==> config.mk <==
export PLATFORM = sky130hd
export DESIGN_NAME = flow_route_sequencer
export DESIGN_NICKNAME = d
export VERILOG_FILES = /design/src/rtl/flow_route_sequencer.sv
export SDC_FILE = /design/constraint.sdc
export NUM_CORES = 1
export LEC_CHECK = 0
export ABC_AREA = 1
export ABC_CLOCK_PERIOD_IN_PS = 1450
export CAP_MARGIN = 20
export CORE_AREA = 2 2 63 65
export CTS_CLUSTER_DIAMETER = 30
export DETAILED_ROUTE_END_ITERATION = 10
export DIE_AREA = 0 0 65 67
export MAX_ROUTING_LAYER = met4
export PLACE_DENSITY = 0.74
export SETUP_SLACK_MARGIN = 0.15
export SLEW_MARGIN = 30
export SYNTH_ARGS = -nofsm -noshare
export SYNTH_HDL_FRONTEND = slang
export SYNTH_SLANG_ARGS = --single-unit
==> constraint.sdc <==
create_clock -name clk -period 1.45 [get_ports clk]
set_input_delay 0.2175 -clock clk [delete_from_list [all_inputs] [get_ports clk]]
set_output_delay 0.2175 -clock clk [all_outputs]
set_load 0.03 [all_outputs]
==> src/rtl/flow_route_sequencer.sv <==
// Valve-routing sequencer: LOAD -> MIX -> HEAT -> FILTER -> DRAIN, with abort and branch-rule rejection.
// Define FLOW_SEQ_FLUSH_EN to add a FLUSH phase (all downstream valves open) between DRAIN and IDLE.
module flow_route_sequencer #(
    parameter int LOAD_CYCLES = 8,
    parameter int MIX_CYCLES  = 16,
    parameter int HEAT_CYCLES = 32,
    parameter int FILT_CYCLES = 8,
    parameter int CNT_W       = 8
`ifdef FLOW_SEQ_FLUSH_EN
    , parameter int FLUSH_CYCLES = 16
`endif
) (
    input  logic       clk,
    input  logic       rst,
    input  logic       start,
    input  logic       abort,
    input  logic       source_sel,
    input  logic [1:0] mixer_sel,
    input  logic [1:0] heater_sel,
    input  logic       filter_sel,
    output logic [1:0] src_valve,
    output logic [3:0] mixer_valve,
    output logic [3:0] heater_valve,
    output logic [1:0] filter_valve,
    output logic       out_valve,
    output logic [2:0] stage,
    output logic       busy,
    output logic       done,
    output logic       error
);

    typedef enum logic [2:0] {
        S_IDLE   = 3'd0,
        S_LOAD   = 3'd1,
        S_MIX    = 3'd2,
        S_HEAT   = 3'd3,
        S_FILTER = 3'd4,
        S_DRAIN  = 3'd5,
        S_FLUSH  = 3'd6
    } state_t;

    state_t           state_q, state_d;
    logic [CNT_W-1:0] cnt_q, cnt_d;
    logic             src_sel_q, src_sel_d;
    logic [1:0]       mix_sel_q, mix_sel_d;
    logic [1:0]       heat_sel_q, heat_sel_d;
    logic             filt_sel_q, filt_sel_d;
    logic [1:0]       src_valve_q, src_valve_d;
    logic [3:0]       mixer_valve_q, mixer_valve_d;
    logic [3:0]       heater_valve_q, heater_valve_d;
    logic [1:0]       filter_valve_q, filter_valve_d;
    logic             out_valve_q, out_valve_d;
    logic             done_q, done_d;
    logic             error_q, error_d;

    always_ff @(posedge clk or posedge rst) begin
        if (rst) begin
            state_q        <= S_IDLE;
            cnt_q          <= '0;
            src_sel_q      <= 1'b0;
            mix_sel_q      <= 2'd0;
            heat_sel_q     <= 2'd0;
            filt_sel_q     <= 1'b0;
            src_valve_q    <= 2'd0;
            mixer_valve_q  <= 4'd0;
            heater_valve_q <= 4'd0;
            filter_valve_q <= 2'd0;
            out_valve_q    <= 1'b0;
            done_q         <= 1'b0;
            error_q        <= 1'b0;
        end else begin
            state_q        <= state_d;
            cnt_q          <= cnt_d;
            src_sel_q      <= src_sel_d;
            mix_sel_q      <= mix_sel_d;
            heat_sel_q     <= heat_sel_d;
            filt_sel_q     <= filt_sel_d;
            src_valve_q    <= src_valve_d;
            mixer_valve_q  <= mixer_valve_d;
            heater_valve_q <= heater_valve_d;
            filter_valve_q <= filter_valve_d;
            out_valve_q    <= out_valve_d;
            done_q         <= done_d;
            error_q        <= error_d;
        end
    end

    // Next state, counter, select capture and status pulses.
    always_comb begin
        state_d    = state_q;
        cnt_d      = cnt_q;
        src_sel_d  = src_sel_q;
        mix_sel_d  = mix_sel_q;
        heat_sel_d = heat_sel_q;
        filt_sel_d = filt_sel_q;
        done_d     = 1'b0;
        error_d    = 1'b0;
        case (state_q)
            S_IDLE: begin
                if (start) begin
                    // Mixer1/2 plumb only to Heater1/2, Mixer3/4 only to Heater3/4.
                    if (mixer_sel[1] != heater_sel[1]) begin
                        error_d = 1'b1;
                    end else begin
                        src_sel_d  = source_sel;
                        mix_sel_d  = mixer_sel;
                        heat_sel_d = heater_sel;
                        filt_sel_d = filter_sel;
                        state_d    = S_LOAD;
                        cnt_d      = CNT_W'(LOAD_CYCLES - 1);
                    end
                end
            end
            default: begin
                if (abort) begin
                    state_d = S_IDLE;
                    cnt_d   = '0;
                    error_d = 1'b1;
                end else if (cnt_q != '0) begin
                    cnt_d = cnt_q - CNT_W'(1);
                end else begin
                    case (state_q)
                        S_LOAD: begin
                            state_d = S_MIX;
                            cnt_d   = CNT_W'(MIX_CYCLES - 1);
                        end
                        S_MIX: begin
                            state_d = S_HEAT;
                            cnt_d   = CNT_W'(HEAT_CYCLES - 1);
                        end
                        S_HEAT: begin
                            state_d = S_FILTER;
                            cnt_d   = CNT_W'(FILT_CYCLES - 1);
                        end
                        S_FILTER: begin
                            state_d = S_DRAIN;
                            cnt_d   = CNT_W'(FILT_CYCLES - 1);
                        end
`ifdef FLOW_SEQ_FLUSH_EN
                        S_DRAIN: begin
                            state_d = S_FLUSH;
                            cnt_d   = CNT_W'(FLUSH_CYCLES - 1);
                        end
`endif
                        default: begin
                            state_d = S_IDLE;
                            done_d  = 1'b1;
                        end
                    endcase
                end
            end
        endcase
    end

    // Valves are decoded from the upcoming state so they switch on the same edge as stage.
    always_comb begin
        src_valve_d    = 2'd0;
        mixer_valve_d  = 4'd0;
        heater_valve_d = 4'd0;
        filter_valve_d = 2'd0;
        out_valve_d    = 1'b0;
        case (state_d)
            S_LOAD: begin
                src_valve_d   = 2'b01 << src_sel_d;
                mixer_valve_d = 4'b0001 << mix_sel_d;
            end
            S_MIX: begin
                mixer_valve_d = 4'b0001 << mix_sel_d;
            end
            S_HEAT: begin
                mixer_valve_d  = 4'b0001 << mix_sel_d;
                heater_valve_d = 4'b0001 << heat_sel_d;
            end
            S_FILTER: begin
                heater_valve_d = 4'b0001 << heat_sel_d;
                filter_valve_d = 2'b01 << filt_sel_d;
            end
            S_DRAIN: begin
                filter_valve_d = 2'b01 << filt_sel_d;
                out_valve_d    = 1'b1;
            end
            S_FLUSH: begin
                mixer_valve_d  = 4'b1111;
                heater_valve_d = 4'b1111;
                filter_valve_d = 2'b11;
                out_valve_d    = 1'b1;
            end
            default: ;
        endcase
    end

    assign src_valve    = src_valve_q;
    assign mixer_valve  = mixer_valve_q;
    assign heater_valve = heater_valve_q;
    assign filter_valve = filter_valve_q;
    assign out_valve    = out_valve_q;
    assign stage        = state_q;
    assign busy         = (state_q != S_IDLE);
    assign done         = done_q;
    assign error        = error_q;

endmodule

==> metrics.txt <==
Die Wd 65 microns; Leak 0.00151 uW; crit path DAT 1.94 ns; Max transition margin 0.757; CTS buffer count 5; # DRC 0; crit-path most repeated cell nor2_4; vias in the first global route 1,852; chip height 67 microns; EDFF count, synth 0; largest net degree at the start of global routing 33; Switching Share 0.486; crit path from cnt_q[2]; WP data required 1.66 ns; CP Class reg2reg; setup slack, reg-to-reg -0.28 ns; crit end category flip-flop; GP Congestion 0.868; CTS H-tree lvls 2; fin. max-slew vios 0; total congestion overflow 0; later-pin clock latency in the skew report 0.30 ns; cells after synthesis 194; Area Growth Syn to Fin 79.9%; Sink Count 32; antenna violations before repair 0; min-delay worst type in2async; crit path cell chain nor2_4 -> nand2_4 -> nor2_8 -> nor2_4 -> nor3_4 -> buf_6 -> nand2_2 -> o21ai_2; RR Endpoint filter_valve[0]; sequential area share after synthesis 0.475; failing checks negative setup slack; VDD IR max 0.00160 V; Vias/cell 5.46; global-route wire length before repair 8810 microns; Primary FF master, synth dfrtp_1; core area 0.00361 sq mm; Top Ports 29; clk_skew 0.00835 ns; Synth Warn # 0; root buffer cell clkbuf_8; minimum clock period 1.73 ns; Worst R2R Path Depth 8; Nets 305; Critical Path Start Type flip-flop; largest fanout on the critical path 5; area post-placement 0.00242 sq mm; Synth Cell Area 0.00169 sq mm; synthesized flop and latch total 32; syn_area_per_cell 8.69 sq um; DR vias 1,867; number of inserted diodes 0; Final Hold Viols 0; worst slew pin tran 0.365 ns; Post-Syn Nets 206; Comb power frac 0.707; final clock period utilization by the worst path 1.19; Yosys cell types 28; FMAX 579 MHz; PnR worst setup slack -0.277 ns; CP max stage delay 0.42 ns; r2r startpoint cnt_q[2]; status finished, violations left; # rows 22; CTS tree built; DP HPWL 2830 microns; post-synthesis async set-or-reset flop share 1.00; Reg clk slew, reported paths 0.08 ns; Initial Util 0.467; proportion of layout cells with a drive suffix above 1 0.575; pwr/cell area 2450 mW/mm^2; Fill cells 170; CP max-delay cell dfrtp_1; setup violators final 27; Global Route Usage Sum 0.290; CTS Buffer Depth 2; clock share of power 0.102; RSZ-0062 raised after global routing true; iteration count of the initial detailed-routing pass 5; minimum hold slack 0.251 ns; DIE AREA 0.00436 sq mm; cell-internal power 3820 uW; max-capacitance violation count 0; Flop pwr share 0.192; NetSw 3610 uW; I/O Buffers 28; post-route ant nets 0; critical path endpoint filter_valve[0]; Routed WL 6370 microns; Final Cell Area 0.00303 sq mm; Avg WL per Cell 18.6 microns; 1st-iter DRT viols 103
-- layer usage --
| layer | track usage | up-vias | routed length (microns) |
|---|---|---|---|
| li1 | - | 828 | - |
| met1 | 0.314 | 896 | 2370 |
| met2 | 0.483 | 96 | 3230 |
| met3 | 0.0541 | 47 | 332 |
| met4 | 0.207 | 0 | 430 |
| met5 | - | - | 0 |
-- placed cells by master (no fill, tap or decap), types with 2 or more instances in the layout --
cell             Yosys  routed
dfrtp_1             32      29
o21ai_2              4       9
buf_12               0       4
buf_2                0       3
dfrtp_2              0       3
nand3_2              3       8
nand2_2             11      18
nor2_1              19      12
clkdlybuf4s50_1      0       9
clkbuf_8             0       6
nor2_4               3       7
xor2_1               3       3
nand4_4              1       2
nand3_1             14       5
a21oi_2              0       2
nor2_2               2       5
inv_2                5      11
nand2_1             41      26
o21ai_1             11       6
o31ai_1              2       2
ha_4                 0       2
buf_4                0      45
o21ai_0              7       2
inv_1               20      13
dlygate4sd2_1        0      14
nand2_4              1      10
buf_6                2      15
o21ai_4              0       5
nand3_4              1       5
-- kinds of logic after synthesis --
logic type | Yosys count | share of synthesized area
fa+ha+maj | 2 | 0.0148
simple gates | 100 | 0.319
flops | 32 | 0.475
compound gates | 29 | 0.101
buf+inv | 27 | 0.0690
xor+xnor | 4 | 0.0208
-- metrics by stage --
stage	setup TNS (ns)	total power (uW)	instances	setup WS [ns]	utilization
floorplan	-0.308	3630	194	-0.0556	-
global route	-5.77	7790	342	-0.321	0.841
global placement	-3.02	4970	311	-0.175	0.671
finish	-4.00	7440	342	-0.277	0.841
detailed placement	-3.60	5050	311	-0.249	0.671
CTS	-1.97	6370	334	-0.158	0.775
-- registers in the layout, summed over array words and instances (netlist names) --
register	cells
src_sel_q	1
mix_sel_q	2
mixer_valve	4
filt_sel_q	1
stage	3
heater_valve	4
cnt_q	8
error	1
src_valve	2
done	1
out_valve	1
heat_sel_q	2
filter_valve	2
-- worst max-delay path: cells and delay by family (launching register included) --
family / cells / cell delay (ns)
compound gates: 1 / 0.20
buf+inv: 1 / 0.16
flops: 1 / 0.42
simple gates: 6 / 0.87
-- Yosys cell counts (all sizes together), types with 2 or more instances --
| cell | count | area (sq um) |
|---|---|---|
| buf | 2 | 22.5 |
| nor2 | 25 | 138 |
| inv | 25 | 93.8 |
| nand3 | 18 | 118 |
| ha | 2 | 25.0 |
| o31ai | 2 | 15.0 |
| xor2 | 3 | 26.3 |
| nand2 | 53 | 234 |
| dfrtp | 32 | 801 |
| o21ai | 22 | 125 |
| a21oi | 3 | 15.0 |
| nor3 | 2 | 21.3 |
| nand4 | 2 | 27.5 |
-- power by group through the flow --
| stage | clock network, uW | logic (uW) | registers, uW |
|---|---|---|---|
| final | 758 | 5250 | 1420 |
| after global routing | 797 | 5540 | 1440 |
| after CTS | 731 | 4250 | 1400 |
| after detailed placement | 0 | 3650 | 1410 |
| after global placement | 0 | 3580 | 1390 |
| after floorplan | 0 | 1880 | 1740 |
-- worst min-delay path by stage --
| stage | endpoint | start | slack [ns] | cells past startpoint |
|---|---|---|---|---|
| floorplan | stage[2] | abort | 0.30 | 1 |
| CTS | mix_sel_q[1] | rst | 0.27 | 3 |
| global placement | mix_sel_q[0] | mix_sel_q[0] | 0.56 | 4 |
| detailed placement | cnt_q[0] | rst | 0.58 | 3 |
| global route | filter_valve[0] | rst | 0.29 | 3 |
| finish | filter_valve[0] | rst | 0.25 | 3 |
-- what timing repair did --
| item | CTS | global route |
|---|---|---|
| endpoints found under the setup margin | 51 | 35 |
| gates resized for setup | 75 | 56 |
| pin swaps | 23 | 25 |
| gates cloned | 3 | 0 |
| endpoints found under the hold margin | 0 | 0 |
| hold buffers | 0 | 0 |
| setup buffers | 12 | 8 |
-- final cells by class --
cell class / instances / area (sq um) / share of cell area
Sequential cell: 32 / 805 / 0.265
Clock inverter: 1 / 7.51 / 0.00248
Clock buffer: 7 / 86.3 / 0.0285
Multi-Input combinational cell: 137 / 1130 / 0.372
Tap cell: 48 / 60.1 / 0.0198
Timing Repair Buffer: 92 / 847 / 0.279
Inverter: 25 / 98.8 / 0.0326
(Power assumes the default switching activity.)
